**config.mk**
```make
export PLATFORM = sky130hd
export DESIGN_NAME = bus_arbiter4
export DESIGN_NICKNAME = d
export VERILOG_FILES = /design/src/rtl/bus_arbiter4_pkg.sv /design/src/rtl/bus_arbiter4_rr_pick4.sv /design/src/rtl/bus_arbiter4.sv
export SDC_FILE = /design/constraint.sdc
export NUM_CORES = 1
export LEC_CHECK = 0
export BUFFER_PORTS_ARGS = -buffer_cell sky130_fd_sc_hd__buf_4
export CORE_ASPECT_RATIO = 0.6
export CORE_MARGIN = 2
export CORE_UTILIZATION = 35
export DETAILED_ROUTE_END_ITERATION = 10
export GPL_TIMING_DRIVEN = 0
export HOLD_SLACK_MARGIN = 0.05
export PLACE_DENSITY = 0.66
export SLEW_MARGIN = 10
export SYNTH_ARGS = -nofsm -noshare
export SYNTH_HDL_FRONTEND = slang
export SYNTH_SLANG_ARGS = --single-unit
```
**constraint.sdc**
```tcl
create_clock -name clk -period 5.2 [get_ports clk]
set_input_delay 0.26 -clock clk [delete_from_list [all_inputs] [get_ports clk]]
set_output_delay 0.26 -clock clk [all_outputs]
set_load 0.05 [all_outputs]
```
**src/rtl/bus_arbiter4_pkg.sv**
```systemverilog
`default_nettype none
// ============================================================================
// Module      : bus_arbiter4_pkg
// Description : Shared types and helpers for the 4-requester bus arbiter.
// Revision    : 1.0 - initial release
// ============================================================================
package bus_arbiter4_pkg;

  localparam int NREQ = 4;

  // Arbiter FSM state encoding
  typedef enum logic {
    ST_IDLE = 1'b0,
    ST_BUSY = 1'b1
  } arb_state_t;

  // Requester index to one-hot vector
  function automatic logic [NREQ-1:0] onehot4(input logic [1:0] idx);
    logic [NREQ-1:0] v;
    v = '0;
    v[idx] = 1'b1;
    return v;
  endfunction

endpackage
`default_nettype wire

```
**src/rtl/bus_arbiter4_rr_pick4.sv**
```systemverilog
`default_nettype none
// ============================================================================
// Module      : rr_pick4
// Description : Rotating-priority encoder. Starting just after the last
//               winner, returns the first requester whose req bit is set.
// Revision    : 1.0 - initial release
// ============================================================================
module rr_pick4
  import bus_arbiter4_pkg::*;
(
  input  logic [3:0] req,
  input  logic [1:0] last,
  output logic [1:0] idx,
  output logic       any
);

  logic [1:0] cand;

  // Scan last+1, last+2, last+3, last (mod 4); first set bit wins
  always_comb begin
    idx  = last;
    any  = 1'b0;
    cand = last;
    for (int k = 1; k <= NREQ; k++) begin
      cand = last + 2'(k);
      if (!any && req[cand]) begin
        idx = cand;
        any = 1'b1;
      end
    end
  end

endmodule
`default_nettype wire

```
**src/rtl/bus_arbiter4.sv**
```systemverilog
`default_nettype none
// ============================================================================
// Module      : bus_arbiter4
// Description : Round-robin arbiter sharing one slave port among 4
//               requesters. One transaction at a time; the grant is held
//               until the slave acks or the busy timer expires.
// Revision    : 1.0 - initial release
// ============================================================================
module bus_arbiter4
  import bus_arbiter4_pkg::*;
#(
  parameter int TIMEOUT_CYC = 16,  // 0 disables the timeout
  parameter int TW          = 8    // timer width, TIMEOUT_CYC < 2**TW
) (
  input  logic       clk,
  input  logic       rst_n,
  input  logic [3:0] req,
  input  logic       slv_ack,
  output logic [1:0] sel,
  output logic [3:0] gnt,
  output logic       slv_req,
  output logic [3:0] done,
  output logic [3:0] tmo,
  output logic       busy
);

  localparam bit          TMO_EN   = (TIMEOUT_CYC != 0);
  localparam logic [TW-1:0] TMO_LAST = TW'(TIMEOUT_CYC - 1);

  arb_state_t    state;
  logic [1:0]    last;
  logic [TW-1:0] timer;
  logic [1:0]    pick_idx;
  logic          pick_any;

  rr_pick4 u_pick (
    .req  (req),
    .last (last),
    .idx  (pick_idx),
    .any  (pick_any)
  );

  // Arbitration FSM with busy timer; every output is registered
  always_ff @(posedge clk or negedge rst_n) begin
    if (!rst_n) begin
      state   <= ST_IDLE;
      sel     <= 2'd0;
      gnt     <= 4'b0000;
      slv_req <= 1'b0;
      done    <= 4'b0000;
      tmo     <= 4'b0000;
      busy    <= 1'b0;
      last    <= 2'd3;
      timer   <= '0;
    end else begin
      done <= 4'b0000;
      tmo  <= 4'b0000;
      case (state)
        ST_IDLE: begin
          // sel keeps its previous value when nobody requests
          if (pick_any) begin
            state   <= ST_BUSY;
            gnt     <= onehot4(pick_idx);
            sel     <= pick_idx;
            slv_req <= 1'b1;
            busy    <= 1'b1;
            timer   <= '0;
          end
        end
        ST_BUSY: begin
          // Ack takes precedence over a simultaneous timer expiry
          if (slv_ack) begin
            state   <= ST_IDLE;
            gnt     <= 4'b0000;
            slv_req <= 1'b0;
            busy    <= 1'b0;
            done    <= onehot4(sel);
            last    <= sel;
          end else if (TMO_EN && (timer == TMO_LAST)) begin
            state   <= ST_IDLE;
            gnt     <= 4'b0000;
            slv_req <= 1'b0;
            busy    <= 1'b0;
            tmo     <= onehot4(sel);
            last    <= sel;
          end else begin
            timer <= timer + TW'(1);
          end
        end
        default: state <= ST_IDLE;
      endcase
    end
  end

endmodule
`default_nettype wire
```
==> results of run 1 <==
## power by group through the flow
stage	Sequential, mW	Clock, mW	Combinational (mW)
6_report	0.269	0.165	0.200
5_1_grt	0.276	0.177	0.216
4_1_cts	0.269	0.168	0.201
3_5_place_dp	0.273	0	0.200
3_3_place_gp	0.271	0	0.197
2_1_floorplan	0.328	0	0.0808
## logic make-up (layout without fill, tap and decap cells)
kind of cell | after synthesis | in the layout | share of synthesized area
AOI/OAI and AO/OA | 28 | 28 | 0.162
xor gates and xnor gates | 1 | 1 | 0.00723
adders and majority gates | 1 | 1 | 0.0103
buffers and inverters | 6 | 33 | 0.0258
DFF | 26 | 26 | 0.539
muxes | 1 | 1 | 0.00826
and+or+nand+nor | 55 | 55 | 0.247
## critical path, cell delays in order, from the launching register on
cell	delay [ns]
dfrtp_1	0.45
ha_1	0.27
and4_4	0.16
a22o_1	0.25
buf_4	0.19
o311ai_0	0.34
o41ai_1	0.14
## synthesized netlist by cell type, drive strengths merged, types with 2 or more instances
cell / instances
or4: 3
dfstp: 2
or3: 3
nand3: 4
and2: 2
a32o: 4
a21o: 2
o211ai: 2
dfrtp: 24
nor3: 4
clkbuf: 2
buf: 3
nor2: 10
nand2: 16
and3: 2
o21ai: 5
o31ai: 2
and4: 2
a21oi: 7
nand2b: 4
## placed cells by master (no fill, tap or decap), drive strengths merged, types with 2 or more instances in the layout
master | netlist | layout
o31ai | 2 | 2
and4 | 2 | 2
nor3 | 4 | 4
or3 | 3 | 3
nand3 | 4 | 4
buf | 3 | 25
a32o | 4 | 4
or4 | 3 | 3
and2 | 2 | 2
and3 | 2 | 2
nor2 | 10 | 10
a21oi | 7 | 7
nand2b | 4 | 4
a21o | 2 | 2
dfrtp | 24 | 24
dfstp | 2 | 2
o211ai | 2 | 2
clkbuf | 2 | 5
nand2 | 16 | 16
o21ai | 5 | 5
## sequential cells by signal, summed over array words and instances, names as in the netlist
register	flops
timer	8
done	4
gnt	4
tmo	4
last	2
sel	2
busy	1
state	1
## final timing paths
check / endpoint
setup / recovery: timer[6]
hold / removal: done[1]
setup reg to reg: timer[6]
hold reg to reg: last[0]
max in group asynchronous: last[1]
min in group asynchronous: timer[2]
## layout make-up
type                       count  area, um^2  area share
buffer                         5        27.5      0.0182
clock buffer                   3        41.3      0.0273
clock inverter                 1        30.0      0.0198
inverter                       1        3.75     0.00248
multi-input combinational     86         527       0.348
sequential                    26         653       0.431
tap                           45        56.3      0.0372
timing repair buffer          23         175       0.116
## layer usage
layer	GRT usage	vias up
li1	-	489
met5	0	-
met2	0.190	34
met1	0.210	479
met4	0.0254	0
met3	0.0495	2
## metrics by stage
stage | setup slack (ns) | instances
5_1_grt | 3.09 | 190
2_1_floorplan | 3.47 | 118
3_5_place_dp | 3.30 | 185
4_1_cts | 3.26 | 190
3_3_place_gp | 3.34 | 185
6_report | 3.26 | 190
==> impl_metrics.ini, run 1 <==
[clocking]
cts_setup_buffers = 0
clock-sinks = 26
cts_buffers = 3
clockBufferDepth = 2
root_buffer = clkbuf_8
htreeDepth = 1
cts_tree = built
cts_resized = 0
clock_latency_ns = 0.27
clk_pin_slew_ns = 0.08
cts_hold_buf = 1

[global_routing]
grt_pass1_vias = 896
grt_max_degree = 27
grt_usage = 0.138
grt-ovfl-total = 0
grt_pass1_wl_um = 4240
antenna_found_initial = 0

[cells_and_area]
area_growth_pct = 25.0
stdcell_area_um2 = 1510
nets = 154
n_fill_cell = 313
diodes = 0
final_util = 0.461
drive_gt1_frac = 0.262

[drt]
routedWlPerCell_um = 13.6
dr_wl_met3_um = 192
dr.pass1.iters = 5
met2_wirelength_um = 1070
routed_wl_um = 2590
ant_nets = 0
vias = 1004
drt_iter0_markers = 68
met1_length_um = 1310
top_layer = met4
drcViolationCount = 0
avgViaCountPerCell = 5.28

[power]
clkPwrFrac = 0.260
power_mw = 0.633
p_switching_mw = 0.224
max-vdd-ir-drop_v = 0.000160
power_leakage_nw = 0.702
seq_power_share = 0.424
internal_power_mw = 0.409
cellPowerDensity_nw_per_um2 = 418
switching_share = 0.354
pwr-share-comb = 0.316

[synthesis]
ys_warn_count = 0
synth-edff-count = 0
avgSynthCellArea_um2 = 10.3
syn_inst = 118
synth_top_area_cell = dfrtp_1
synth_top_area_share = 0.496
netlist_area_um2 = 1210
async_flop_share = 1.00
synth.area.top_cells = dfrtp_1, nand2_1, dfstp_2
netlist-cell-type-count = 39
synthFlopType = dfrtp_1
ys_seq_area_frac = 0.539
syn-num-nets = 126
ys_ff_latch = 26

[floorplanning]
die_y_um = 49.6
dieArea_um2 = 3960
initial_core_util = 0.369
core_area_um2 = 3280
io_pins = 23
die_x_um = 79.9
row_count = 16

[timing]
holdWs_ns = 0.368
rsz0062_at_grt = no
fmax_mhz = 516
finalHoldViolations = 0
finalSetupTns_ns = 0
period_needed_ns = 1.94
skew_ns = 0.00631
relSlewSlack = 0.557
drv_slew = 0
post-route-period-util = 0.373
setup_viol = 0
worstMarginPinSlew_ns = 0.663

[placed_design]
io_buffers = 22
dpl.hpwl_um = 1920
place_area_um2 = 1430
gp_congestion = 0.822

[worst_setup_path]
critPathArrivalTime_ns = 2.07
reg2reg_from = timer[0]
startpoint = timer[0]
rrSetupSlack_ns = 3.26
crit_path_start_kind = register
worst-r2r-cell-count = 6
cp_max_fo = 10
cp.required_ns = 5.34
end_kind = register
path_class = register to register

[worst_hold_path]
holdPathStages = 3
hp-start = slv_ack
min_path_type = input pin to register

[status]
status = completed

[job]
maxCapViolations = 0
Note: power is estimated with default switching activity, not from simulation.
==> inputs of run 2 (changes only) <==
Settings changed: ABC_AREA from default to 1, PLACE_DENSITY 0.66 to 0.67.
Clock period 5.2 ns to 1.7 ns, I/O delays scaled along.
==> impl_metrics.ini, run 2 <==
[clocking]
root_buffer = clkbuf_8
htreeDepth = 1
clockBufferDepth = 2
cts_tree = built
clock-sinks = 26
cts_buffers = 3
clk_pin_slew_ns = 0.09
clock_latency_ns = 0.28

[synthesis]
ys_seq_area_frac = 0.435
ys_warn_count = 0
synthFlopType = dfrtp_1
avgSynthCellArea_um2 = 7.74
synth_top_area_cell = dfrtp_1
yosysMostFrequentCell = nand2_1
synth.area.top_cells = dfrtp_1, nand2_1, nand3_1
synth-edff-count = 0
synth_common_cells = nand2_1, dfrtp_1, nand3_1, nor2_1, inv_1
netlist_area_um2 = 1500
syn-num-nets = 202
synth_top_area_share = 0.400
async_flop_share = 1.00
syn_inst = 194
netlist-cell-type-count = 29
ys_ff_latch = 26

[cells_and_area]
regMostFlops = timer
layout_common_cells = nand2_1, buf_4, dfrtp_1, nand3_1
nets = 240
layout_commonest_cell = nand2_1
drive_gt1_frac = 0.351
n_fill_cell = 407
fin_cells = 291
diodes = 0
largest_reg_flops = 8
area_growth_pct = 35.3

[worst_setup_path]
crit_path_start_kind = register
max_stage_delay_ns = 0.57
end_kind = register
critPathArrivalTime_ns = 1.91
crit_chain = buf_6 > nand2_2 > nand2_2 > nand2_4 > nand2_4 > nor2_4 > nand3_4 > nand2_8 > clkbuf_16 > nand3_1 > nand2_1
path_class = register to register
slowest_stage = dfstp_2
cp.required_ns = 1.87
cp_max_fo = 8

[status]
status = finished, violations left
violations = setup timing

[placed_design]
gp_congestion = 0.839
dpl.hpwl_um = 2410
pre_cts_slack_ns = -0.0296
dp.cells = 276
io_buffers = 22

[floorplanning]
initial_core_util = 0.364
die_x_um = 88.6
die_y_um = 54.7
row_count = 18
io_pins = 23
dieArea_um2 = 4850
core_area_um2 = 4120

[power]
cellPowerDensity_nw_per_um2 = 2120
power_leakage_nw = 1.05
max-vdd-ir-drop_v = 0.000832

[timing]
rsz0062_at_grt = yes
holdWs_ns = 0.153
drv_slew = 0
setup_slack_ns = -0.0345
skew_ns = 0.00393
period_needed_ns = 1.73
post-route-period-util = 1.02
fmax_mhz = 577
finalHoldViolations = 0
setup_viol = 9
relSlewSlack = 0.775
worstMarginPinSlew_ns = 0.337

[drt]
drt_iter0_markers = 63
routed_wl_um = 3590
drcViolationCount = 0
dr.pass1.iters = 4
routedWlPerCell_um = 12.3
vias = 1372
ant_nets = 0
avgViaCountPerCell = 4.71

[job]
maxCapViolations = 0

[worst_hold_path]
min_path_type = input pin to register

[global_routing]
grt_max_degree = 27
grt_usage = 0.147
grt_pass1_wl_um = 5330
grt_pass1_vias = 1133
grt-ovfl-total = 0
antenna_found_initial = 0
## run 2: what timing repair did
item | 4_1_cts | 5_1_grt
resized for setup | 3 | 26
pin swaps | 0 | 4
endpoints found under the hold margin | 26 | 0
hold buffers | 1 | 0
setup buffers | 1 | 7
cloned | 0 | 2
setup endpoints to repair | 9 | 17
## run 2: worst max-delay path: cells and delay by family (launching register included)
family	cells	cell delay, ns
buffers and inverters	2	0.33
DFF	1	0.57
and+or+nand+nor	9	0.73
## run 2: cell families (layout without fill, tap and decap cells)
group / Yosys count / after routing / share of synthesized area
AO/OA/AOI/OAI: 10 / 10 / 0.0367
XOR/XNOR: 4 / 4 / 0.0233
adder cells (fa/ha/maj): 1 / 1 / 0.00833
AND/OR/NAND/NOR: 131 / 132 / 0.419
flip-flops: 26 / 26 / 0.435
buffers and inverters: 22 / 58 / 0.0775
## run 2: final timing paths
path / from / end / slack [ns] / cells past startpoint
max in group asynchronous: rst_n / last[1] / 1.16 / 2
min in group asynchronous: rst_n / tmo[3] / 0.25 / 2
worst max register to register: last[0] / timer[1] / -0.03 / 11
worst max-delay path: last[0] / timer[1] / -0.03 / 11
worst min-delay path: slv_ack / done[2] / 0.15 / 3
worst min register to register: timer[0] / timer[0] / 0.52 / 1
## run 2: power by group
group | total (mW) | internal [mW] | switching (mW)
registers | 0.960 | 0.802 | 0.159
clock network | 0.524 | 0.315 | 0.209
logic | 2.82 | 1.02 | 1.79
total | 4.30 | 2.14 | 2.16
## run 2: metrics by stage
stage,setup TNS [ns],util,total power [mW],cell area [um^2]
global placement,-0.00519,0.423,3.11,1740
finish,-0.141,0.493,4.30,2030
global route,-1.37,0.493,4.59,2030
detailed placement,-0.0411,0.423,3.14,1740
floorplan,0,-,2.63,1500
CTS,0,0.447,3.72,1840
## run 2: area by class of cell
cell class,count,area [um^2],share of cell area
multi-input cells,147,850,0.418
flip-flops and latches,26,653,0.322
repair buffers,32,260,0.128
well taps,60,75.1,0.0370
inverters,17,71.3,0.0351
plain buffers,5,50.0,0.0246
clock buffers,3,41.3,0.0203
clock inverters,1,30.0,0.0148
## run 2: layer usage
| layer | track usage | up-vias | share of wire |
|---|---|---|---|
| li1 | - | 690 | - |
| met1 | 0.224 | 637 | 0.52 |
| met2 | 0.208 | 41 | 0.41 |
| met3 | 0.0422 | 4 | 0.060 |
| met4 | 0.0227 | 0 | 0.0047 |
| met5 | 0 | - | 0 |
